## config.mk

```make
export PLATFORM = sky130hd
export DESIGN_NAME = wb_arbiter
export DESIGN_NICKNAME = d
export VERILOG_FILES = /design/src/rtl/wb_arbiter.sv
export SDC_FILE = /design/constraint.sdc
export NUM_CORES = 1
export LEC_CHECK = 0
export ABC_AREA = 1
export CAP_MARGIN = 10
export CORE_AREA = 2 2 114 116
export CTS_CLUSTER_SIZE = 10
export DETAILED_ROUTE_END_ITERATION = 6
export DIE_AREA = 0 0 116 118
export PLACE_DENSITY_LB_ADDON = 0.3
export SLEW_MARGIN = 25
export SYNTH_ARGS = -nofsm -noshare
export SYNTH_HDL_FRONTEND = slang
export SYNTH_SLANG_ARGS = --single-unit
```

## constraint.sdc

```tcl
create_clock -name CLK -period 7.8 [get_ports CLK]
set_clock_uncertainty 0.05 [all_clocks]
set_input_delay 1.17 -clock CLK [delete_from_list [all_inputs] [get_ports CLK]]
set_output_delay 1.17 -clock CLK [all_outputs]
set_load 0.05 [all_outputs]
```

## src/rtl/wb_arbiter.sv

```systemverilog
// Writeback arbiter: merges priority ALU results with FIFO-buffered load results onto the regfile write port.
// Optional sub-word load formatting (LB/LH/LBU/LHU) enabled by defining RV_SUBWORD_EN.
module wb_arbiter #(
  parameter int DEPTH      = 2,
  parameter int STARVE_MAX = 4
) (
  input  logic        CLK,
  input  logic        RST_N,
  input  logic        ALU_V,
  input  logic [4:0]  ALU_RD,
  input  logic [31:0] ALU_DATA,
  input  logic        LD_V,
  output logic        LD_RDY,
  input  logic [4:0]  LD_RD,
  input  logic [31:0] LD_DATA,
  input  logic [2:0]  LD_F3,
  input  logic [1:0]  LD_OFF,
  output logic        WB_STALL,
  output logic        ALU_DROP,
  output logic        RegW,
  output logic [4:0]  DR,
  output logic [31:0] Reg_In
);

  localparam int AW = $clog2(DEPTH);
  localparam int CW = AW + 1;
  localparam int GW = $clog2(STARVE_MAX + 1);
  localparam logic [CW-1:0] FULL = CW'(DEPTH);
  localparam logic [GW-1:0] AMAX = GW'(STARVE_MAX);

  typedef struct packed {
    logic [4:0]  rd;
    logic [31:0] data;
  } ld_ent_t;

  ld_ent_t         mem [DEPTH];
  logic [AW-1:0]   wr_ptr, rd_ptr;
  logic [CW-1:0]   count;
  logic [GW-1:0]   age, age_nxt;
  logic [31:0]     ld_fmt;
  logic            fifo_ne, accept, push, pop;
  logic            alu_req, stall_pop, sel_alu;

`ifdef RV_SUBWORD_EN
  logic [7:0]  ld_byte;
  logic [15:0] ld_half;

  always_comb begin
    ld_byte = LD_DATA[7:0];
    case (LD_OFF)
      2'd1:    ld_byte = LD_DATA[15:8];
      2'd2:    ld_byte = LD_DATA[23:16];
      2'd3:    ld_byte = LD_DATA[31:24];
      default: ld_byte = LD_DATA[7:0];
    endcase
    ld_half = LD_OFF[1] ? LD_DATA[31:16] : LD_DATA[15:0];
    case (LD_F3)
      3'b000:  ld_fmt = {{24{ld_byte[7]}}, ld_byte};
      3'b001:  ld_fmt = {{16{ld_half[15]}}, ld_half};
      3'b100:  ld_fmt = {24'h0, ld_byte};
      3'b101:  ld_fmt = {16'h0, ld_half};
      default: ld_fmt = LD_DATA;
    endcase
  end
`else
  logic unused_fmt;
  assign unused_fmt = ^{LD_F3, LD_OFF};
  assign ld_fmt     = LD_DATA;
`endif

  // Ready comes from the registered count only, so a same-cycle pop never frees a slot.
  assign LD_RDY    = RST_N && (count != FULL);
  assign fifo_ne   = (count != '0);
  assign accept    = LD_V && LD_RDY;
  assign push      = accept && (LD_RD != 5'd0);

  assign alu_req   = ALU_V && (ALU_RD != 5'd0);
  assign stall_pop = WB_STALL && fifo_ne;
  assign sel_alu   = alu_req && !stall_pop;
  assign pop       = fifo_ne && !sel_alu;

  always_comb begin
    age_nxt = age;
    if (!fifo_ne || pop)  age_nxt = '0;
    else if (age != AMAX) age_nxt = age + GW'(1);
  end

  always_ff @(posedge CLK) begin
    if (push) mem[wr_ptr] <= '{rd: LD_RD, data: ld_fmt};
  end

  always_ff @(posedge CLK or negedge RST_N) begin
    if (!RST_N) begin
      wr_ptr   <= '0;
      rd_ptr   <= '0;
      count    <= '0;
      age      <= '0;
      WB_STALL <= 1'b0;
      ALU_DROP <= 1'b0;
      RegW     <= 1'b0;
      DR       <= '0;
      Reg_In   <= '0;
    end else begin
      if (push) wr_ptr <= wr_ptr + AW'(1);
      if (pop)  rd_ptr <= rd_ptr + AW'(1);
      case ({push, pop})
        2'b10:   count <= count + CW'(1);
        2'b01:   count <= count - CW'(1);
        default: count <= count;
      endcase

      age <= age_nxt;
      if (pop)                   WB_STALL <= 1'b0;
      else if (age_nxt == AMAX)  WB_STALL <= 1'b1;

      if (alu_req && stall_pop) ALU_DROP <= 1'b1;

      RegW <= sel_alu || pop;
      if (sel_alu) begin
        DR     <= ALU_RD;
        Reg_In <= ALU_DATA;
      end else if (pop) begin
        DR     <= mem[rd_ptr].rd;
        Reg_In <= mem[rd_ptr].data;
      end
    end
  end

endmodule

```

# After elaboration in Yosys (flattened, before gate mapping)

Memories as Yosys holds them, arrays and structs flattened.
Cells that the tools add are included.

Register bits after elaboration: 47
Memory bits (writable): 74
Bits of input ports: 83
Word-level logic and storage cells: 50
Memories: 1

Memories:

| name | depth | width | read ports | clocked after memory_dff | write ports | RTL line | source |
|---|---|---|---|---|---|---|---|
| mem  | 2     | 37    | 1          | 0                        | 1           | 36       | `ld_ent_t mem [DEPTH];` |

Add/subtract/negate cells: 5
Eq/ne operators: 5
Multiplexer cells: 11
Reductions and logical operators: 19

Operators by type and width:

| operator                                                              | number |
|---|---|
| 32-bit two-way mux                                                    | 2 |
| 5-bit two-way mux                                                     | 2 |
| 5-bit nonzero test                                                    | 2 |
| 1-bit logical AND                                                     | 8 |
| 2-bit nonzero test                                                    | 4 |
| 3-bit two-way mux                                                     | 2 |
| 1-bit two-way mux                                                     | 4 |
| 2-bit case mux with 2 select lines                                    | 1 |
| 3-bit by 1-bit adder with 3-bit output, second input constant         | 1 |
| 3-bit equality test, second input constant                            | 1 |
| 1-bit logical NOT                                                     | 3 |
| 3-bit != test, second input constant                                  | 1 |
| 1-bit adder, second input constant                                    | 2 |
| 2-bit by 1-bit adder with 2-bit output, second input constant         | 1 |
| 2-bit by 1-bit equality test with 1-bit output, second input constant | 1 |
| 2-bit equality test, second input constant                            | 1 |
| 1-bit logical OR                                                      | 2 |
| 2-bit != test, second input constant                                  | 1 |
| 2-bit by 1-bit subtractor with 2-bit output, second input constant    | 1 |

# Logic depth before layout (Yosys ltp)

Gate-level depths: netlist of the first run.

Word-level depth: 11
Depth in mapped cells: 11
Mapped depth without buffers: 10

# Worst setup path before layout of the first run

OpenSTA, ideal clock, no wires.

Kind: in2reg
Start: input port RST_N
End: memory mem[1][0] (netlist bit), enable pin
Setup time: 0.431 ns
Arrival: 4.289 ns
Required time: 7.319 ns
Setup slack: 3.030 ns
Stages: 4
Buffers on the path: 0
Cells stage by stage: a21boi_0 -> and2_1 -> nand2_1 -> nor2_1

Word-level cells in the longest chain between the ends: 5

Ends and longest elaborated chain:

| item                                    | RTL line | source |
|---|---|---|
| from (decl)                             | 8        | `input logic RST_N,` |
| 1-bit logical AND                       | 72       | `assign LD_RDY = RST_N && (count != FULL);` |
| 1-bit logical AND                       | 74       | `assign accept = LD_V && LD_RDY;` |
| 1-bit logical AND                       | 75       | `assign push = accept && (LD_RD != 5'd0);` |
| 1-bit two-way mux                       | 89       | `if (push) mem[wr_ptr] <= '{rd: LD_RD, data: ld_fmt};` |
| 1-bit two-way mux (not written as such) | 89       |  |
| to (decl)                               | 36       |  |

Every way passes these cells.

# Worst setup path in the final report of the first run

Start: input port RST_N
End: output port LD_RDY

Word-level cells in the longest chain between the ends: 1

Ends and longest elaborated chain:

| item              | RTL line | source |
|---|---|---|
| 1-bit logical AND | 72       |  |
| to (decl)         | 13       | `output logic LD_RDY,` |

Every way passes these cells.

==> results.ini, run 1 <==
[pwr]
max-vdd-ir-drop_uv=158.1
p_total_mw=2.512
p_per_area_nw_per_um2=371.8
leakagePower_nw=2.813

[sta]
slew_violations=0
relSlewSlack_pct=43.82
holdWs_ns=0.4225
max_freq_mhz=238.0
layout_min_cycle_time_ns=4.202
period_share_pct=53.88
rsz0062_at_grt=no
fin_tns_setup_ns=0
setup_viol=0
finalHoldViolCount=0
tightest_slew_ns=0.8415

[global_routing]
grt_pass1_vias=3641
grt.total_usage_pct=17.54
grt-ovfl-total=0
grt_pass1_wl_microns=17970
grt_max_degree=49
antenna_found_initial=0

[critical_path]
path_class=in -> out
start_kind=input pin
r2r_slack_ns=5.54
r2r_cells=10
arrival_ns=2.98
end_kind=output port
r2r_end=count[1]$_DFFE_PN0P_
r2r_start=count[0]$_DFFE_PN0P_
required_ns=6.58
cp_max_fo=48

[clock_network]
clk_pin_slew_ns=0.05
clkLatencyLatePin_ns=0.41
numCtsBuffers=17
clockRootBuffer=clkbuf_16
cts-htree-levels=4
post_cts_buffers=0
cts_tree=done
clock_path_buffers=2
cts_hold_buf=0
cts_resized=0
numClockSinks=121

[route]
firstDrtPassIters=4
postRouteAntennaNets=0
drc=0
drtIter0Drc=203
wl_per_cell_microns=14.94
viasPerCell=4.707
routed_wl_microns=11360
via_count=3577

[die]
die-area_sq_um=13690
ioPinCount=124
die_h_microns=118
dieWidth_microns=116
placementRows=41
start_util_pct=39.20
core_sq_um=12410

[synthesis]
ys_warn_count=0
syn-num-nets=541
seq_area_frac_synth_pct=69.84
synthCells=455
avgSynthCellArea_sq_um=10.69
synth.ff_latch_count=121
yosysUniqueCellTypes=24
synth_area_sq_um=4866

[min_path]
hp-class=reg -> reg
hp-start=ALU_DROP$_DFFE_PN0P_
hold_end=ALU_DROP$_DFFE_PN0P_
hold_depth=1

[place]
place_hpwl_microns=7012
place_inst=728
io_buffers=118
place_congestion=0.7386
post_dp_cell_area_sq_um=6207

[final_layout]
layout.cells.non_filler=760
final_common_cell=nand2_1
area_growth_pct=38.85
n_fill_cell=1087
final_cell_mix=nand2_1 (195), clkdlybuf4s50_1 (117), nand3_1 (76), edfxtp_1 (74), dfrtp_1 (47)
num_antenna_cells=0
fin_nets=661
drive_gt1_share_pct=6.633
design_area_sq_um=6756

[run_status]
outcome=finished clean

[run]
cap_violations=0

==> power by group <==
group	total, mW	switching (mW)	internal, mW	leakage, nW
Clock	0.728	0.257	0.470	0.267
Combinational	0.897	0.615	0.282	1.30
Sequential	0.888	0.0616	0.826	1.25
Total	2.51	0.934	1.58	2.81
==> cell families (layout without fill, tap and decap cells) <==
group	after synthesis	after routing	share of synthesized area (%)
adder cells (fa/ha/maj)	3	3	0.7715
AND/OR/NAND/NOR	285	285	24.35
AO/OA/AOI/OAI	5	5	0.6171
flip-flops	121	121	69.84
buffers and inverters	36	169	3.523
XOR/XNOR	5	5	0.9001
==> per-layer routing <==
layer	vias up	global-route usage (%)	share of wire (%)
met5	-	0	0
met1	1705	21.97	43
met4	0	8.780	2.6
li1	1751	-	-
met2	98	27.96	50
met3	23	4.531	5.1
==> layout make-up <==
class	instances	area, sq um	area share, %
clock buffers	29	510.5	7.556
clock inverters	3	38.79	0.5741
inverters	13	48.80	0.7222
multi-input cells	298	1304	19.30
flip-flops and latches	121	3398	50.30
well taps	172	215.2	3.185
repair buffers	124	1241	18.37
==> how the worst max path moves through the flow <==
stage / startpoint / end / slack, ns / cells past startpoint
2_1_floorplan: RST_N / mem[1][0]$_DFFE_PP_ / 3.03 / 4
3_3_place_gp: RST_N / LD_RDY / 3.62 / 4
3_5_place_dp: RST_N / LD_RDY / 3.57 / 4
4_1_cts: RST_N / LD_RDY / 3.56 / 4
5_1_grt: RST_N / LD_RDY / 3.42 / 4
6_report: RST_N / LD_RDY / 3.60 / 4
==> flip-flops by register name (all words and copies together), names as in the netlist <==
register	flops
ALU_DROP	1
DR	5
RegW	1
Reg_In	32
WB_STALL	1
age	3
count	2
mem	74
rd_ptr	1
wr_ptr	1
==> critical path: stages <==
cell and delay (ns):
buf_2 0.08, buf_4 0.53, a21boi_0 0.33, clkdlybuf4s50_1 0.86
==> metrics by stage <==
| step | setup slack, ns | utilization (%) |
|---|---|---|
| 6_report | 3.598 | 54.42 |
| 2_1_floorplan | 3.030 | - |
| 5_1_grt | 3.422 | 54.42 |
| 4_1_cts | 3.564 | 54.42 |
| 3_3_place_gp | 3.619 | 49.78 |
| 3_5_place_dp | 3.571 | 50.00 |
==> cells in the mapped netlist <==
master    count  share of area, %
a21boi_0      1              0.15
a21oi_1       2              0.21
and2_1        1              0.13
buf_1         5              0.39
buf_2         8              0.82
buf_4         1              0.15
buf_6         3              0.69
clkbuf_1      6              0.46
dfrtp_1      47                24
edfxtp_1     74                46
ha_1          3              0.77
inv_1        10              0.77
inv_2         3              0.23
nand2_1     195                15
nand2_2       3              0.39
nand3_1      76               7.8
nand3_2       1              0.21
nand4_1       1              0.13
nor2_1        7              0.54
nor3_1        1              0.10
o21ai_0       1              0.10
o21bai_1      1              0.15
xnor2_1       2              0.36
xor2_1        3              0.54
Note: power is estimated with default switching activity, not from simulation.
==> inputs of run 2 (changes only) <==
Clock period 7.8 ns to 4.1 ns, I/O delays scaled along.
==> run 2 against run 1 <==
  * Design area decreased by 0.37%
  * Sequential cell count unchanged
  * Cell count increased by 0.26%
  * Setup slack got worse by 2.1 ns
  * Routed wire length increased by 2.2%
  * First-iteration DRC count decreased by 35%
  * Sequential share of layout area increased by 0.19 points
  * Critical path depth decreased by 1
  * Total power increased by 88%
  * Clock power increased by 83%
  * Combinational power increased by 91%
  * Largest cell class unchanged
  * Largest power group unchanged
==> results.ini, run 2 (same netlist as run 1, synthesis figures left out) <==
[final_layout]
final_common_cell=nand2_1  ; unchanged
area_growth_pct=38.34  ; was 38.85%
num_antenna_cells=0  ; unchanged
top_register=mem  ; unchanged
largest_register_ffs=74  ; unchanged
design_area_sq_um=6731  ; was 6756 sq um
final_cell_mix=nand2_1 (195), clkdlybuf4s50_1 (117), nand3_1 (76), edfxtp_1 (74), dfrtp_1 (47)  ; unchanged
layout.cells.non_filler=762  ; was 760
reg.largest.list=mem x74, Reg_In x32, DR x5  ; unchanged
fin_nets=663  ; was 661
drive_gt1_share_pct=7.288  ; was 6.633%

[route]
drtIter0Drc=131  ; was 203
postRouteAntennaNets=0  ; unchanged
wl_per_cell_microns=15.22  ; was 14.94 microns
routed_wl_microns=11600  ; was 11360 microns
drc=0  ; unchanged
viasPerCell=4.732  ; was 4.707
via_count=3606  ; was 3577
firstDrtPassIters=6  ; was 4

[clock_network]
cts_tree=done  ; unchanged
numClockSinks=121  ; unchanged
cts_resized=0  ; unchanged
post_cts_buffers=0  ; unchanged
cts_hold_buf=0  ; unchanged
cts-htree-levels=4  ; unchanged
clkLatencyLatePin_ns=0.41  ; about the same
numCtsBuffers=17  ; unchanged
clock_path_buffers=2  ; unchanged
clk_pin_slew_ns=0.05  ; about the same
clockRootBuffer=clkbuf_16  ; unchanged

[critical_path]
cp_max_fo=4  ; was 48
r2r_start=count[0]$_DFFE_PN0P_  ; unchanged
start_kind=register  ; was input pin
required_ns=3.43  ; was 6.58 ns
startpoint=count[0]$_DFFE_PN0P_  ; was RST_N
critical_path_depth=3  ; was 4
critPathTopFamily=buffers and inverters  ; unchanged
cp_cell_sequence=inv_2, a21boi_0, clkdlybuf4s50_1  ; was buf_2, buf_4, a21boi_0, clkdlybuf4s50_1
r2r_end=mem[1][4]$_DFFE_PP_  ; was count[1]$_DFFE_PN0P_
slowest_stage=clkdlybuf4s50_1  ; unchanged
path_buf_inv=2  ; was 3
r2r_cells=6  ; was 10
arrival_ns=1.95  ; was 2.98 ns
worstSetupEndpoint=LD_RDY  ; unchanged
path_class=reg -> out  ; was in -> out
slowest_delay_ns=0.85  ; was 0.86 ns
r2r_slack_ns=1.82  ; was 5.54 ns
end_kind=output port  ; unchanged

[place]
place_hpwl_microns=7371  ; was 7012 microns
post_dp_cell_area_sq_um=6202  ; was 6207 sq um
place_congestion=0.7306  ; was 0.7386
io_buffers=118  ; unchanged
place_inst=730  ; was 728

[pwr]
leakagePower_nw=2.809  ; was 2.813 nW
p_per_area_nw_per_um2=701.2  ; was 371.8 nW/um^2
max-vdd-ir-drop_uv=301.2  ; was 158.1 uV

[global_routing]
grt-ovfl-total=0  ; unchanged
grt_max_degree=48  ; was 49
grt.total_usage_pct=18.33  ; was 17.54%
grt_pass1_vias=3789  ; was 3641
grt_pass1_wl_microns=18860  ; was 17970 microns
antenna_found_initial=0  ; unchanged

[sta]
relSlewSlack_pct=35.23  ; was 43.82%
tightest_slew_ns=0.9692  ; was 0.8415 ns
holdWs_ns=0.3200  ; was 0.4225 ns
slew_violations=0  ; unchanged
rsz0062_at_grt=no  ; unchanged
period_share_pct=63.78
setup_viol=0  ; unchanged
layout_min_cycle_time_ns=2.615
finalHoldViolCount=0  ; unchanged
fin_tns_setup_ns=0  ; unchanged
max_freq_mhz=382.4

[min_path]
hp-class=in -> async  ; was reg -> reg

[die]
core_sq_um=12410  ; unchanged
start_util_pct=39.20  ; unchanged
dieWidth_microns=116  ; unchanged
placementRows=41  ; unchanged
ioPinCount=124  ; unchanged
die-area_sq_um=13690  ; unchanged
die_h_microns=118  ; unchanged

[run]
cap_violations=0  ; unchanged

[run_status]
outcome=finished clean  ; unchanged

## run 2: worst min path at each step
stage                              start                    end  slack [ns]  cells past startpoint
floorplan                          RST_N   ALU_DROP$_DFFE_PN0P_        0.27                      0
global placement      wr_ptr$_DFFE_PN0P_     wr_ptr$_DFFE_PN0P_        0.41                      2
detailed placement  ALU_DROP$_DFFE_PN0P_   ALU_DROP$_DFFE_PN0P_        0.42                      1
CTS                                RST_N      DR[3]$_DFFE_PN0P_        0.34                      2
global route                       RST_N      DR[3]$_DFFE_PN0P_        0.36                      2
finish                             RST_N  Reg_In[1]$_DFFE_PN0P_        0.32                      2
## run 2: area by class of cell
cell class                      instances  area (sq um)
Fill cell                            1114          5683
Clock buffer                           20         446.7
Multi-Input combinational cell        298          1304
Clock inverter                         12         82.58
Tap cell                              172         215.2
Sequential cell                       121          3398
Timing Repair Buffer                  126          1236
Inverter                               13         48.80
## run 2: metal layers
metal / GRT usage (%) / vias up / part of all wire, %
met3: 4.943 / 13 / 5.0
met5: 0 / - / 0
li1: - / 1761 / -
met4: 7.515 / 0 / 1.5
met2: 30.99 / 98 / 51
met1: 21.92 / 1734 / 42
## run 2: report_power, final
part | switching [mW] | internal [mW]
combinational | 1.17 | 0.535
sequential | 0.115 | 1.57
clock | 0.495 | 0.831
total | 1.78 | 2.94
## run 2: through the flow
step	power, mW	worst slack, ns	util, %
3_5_place_dp	3.442	1.252	49.96
2_1_floorplan	2.838	0.4949	-
4_1_cts	4.779	1.463	54.22
6_report	4.720	1.485	54.22
3_3_place_gp	3.395	1.316	49.96
5_1_grt	4.981	1.401	54.22
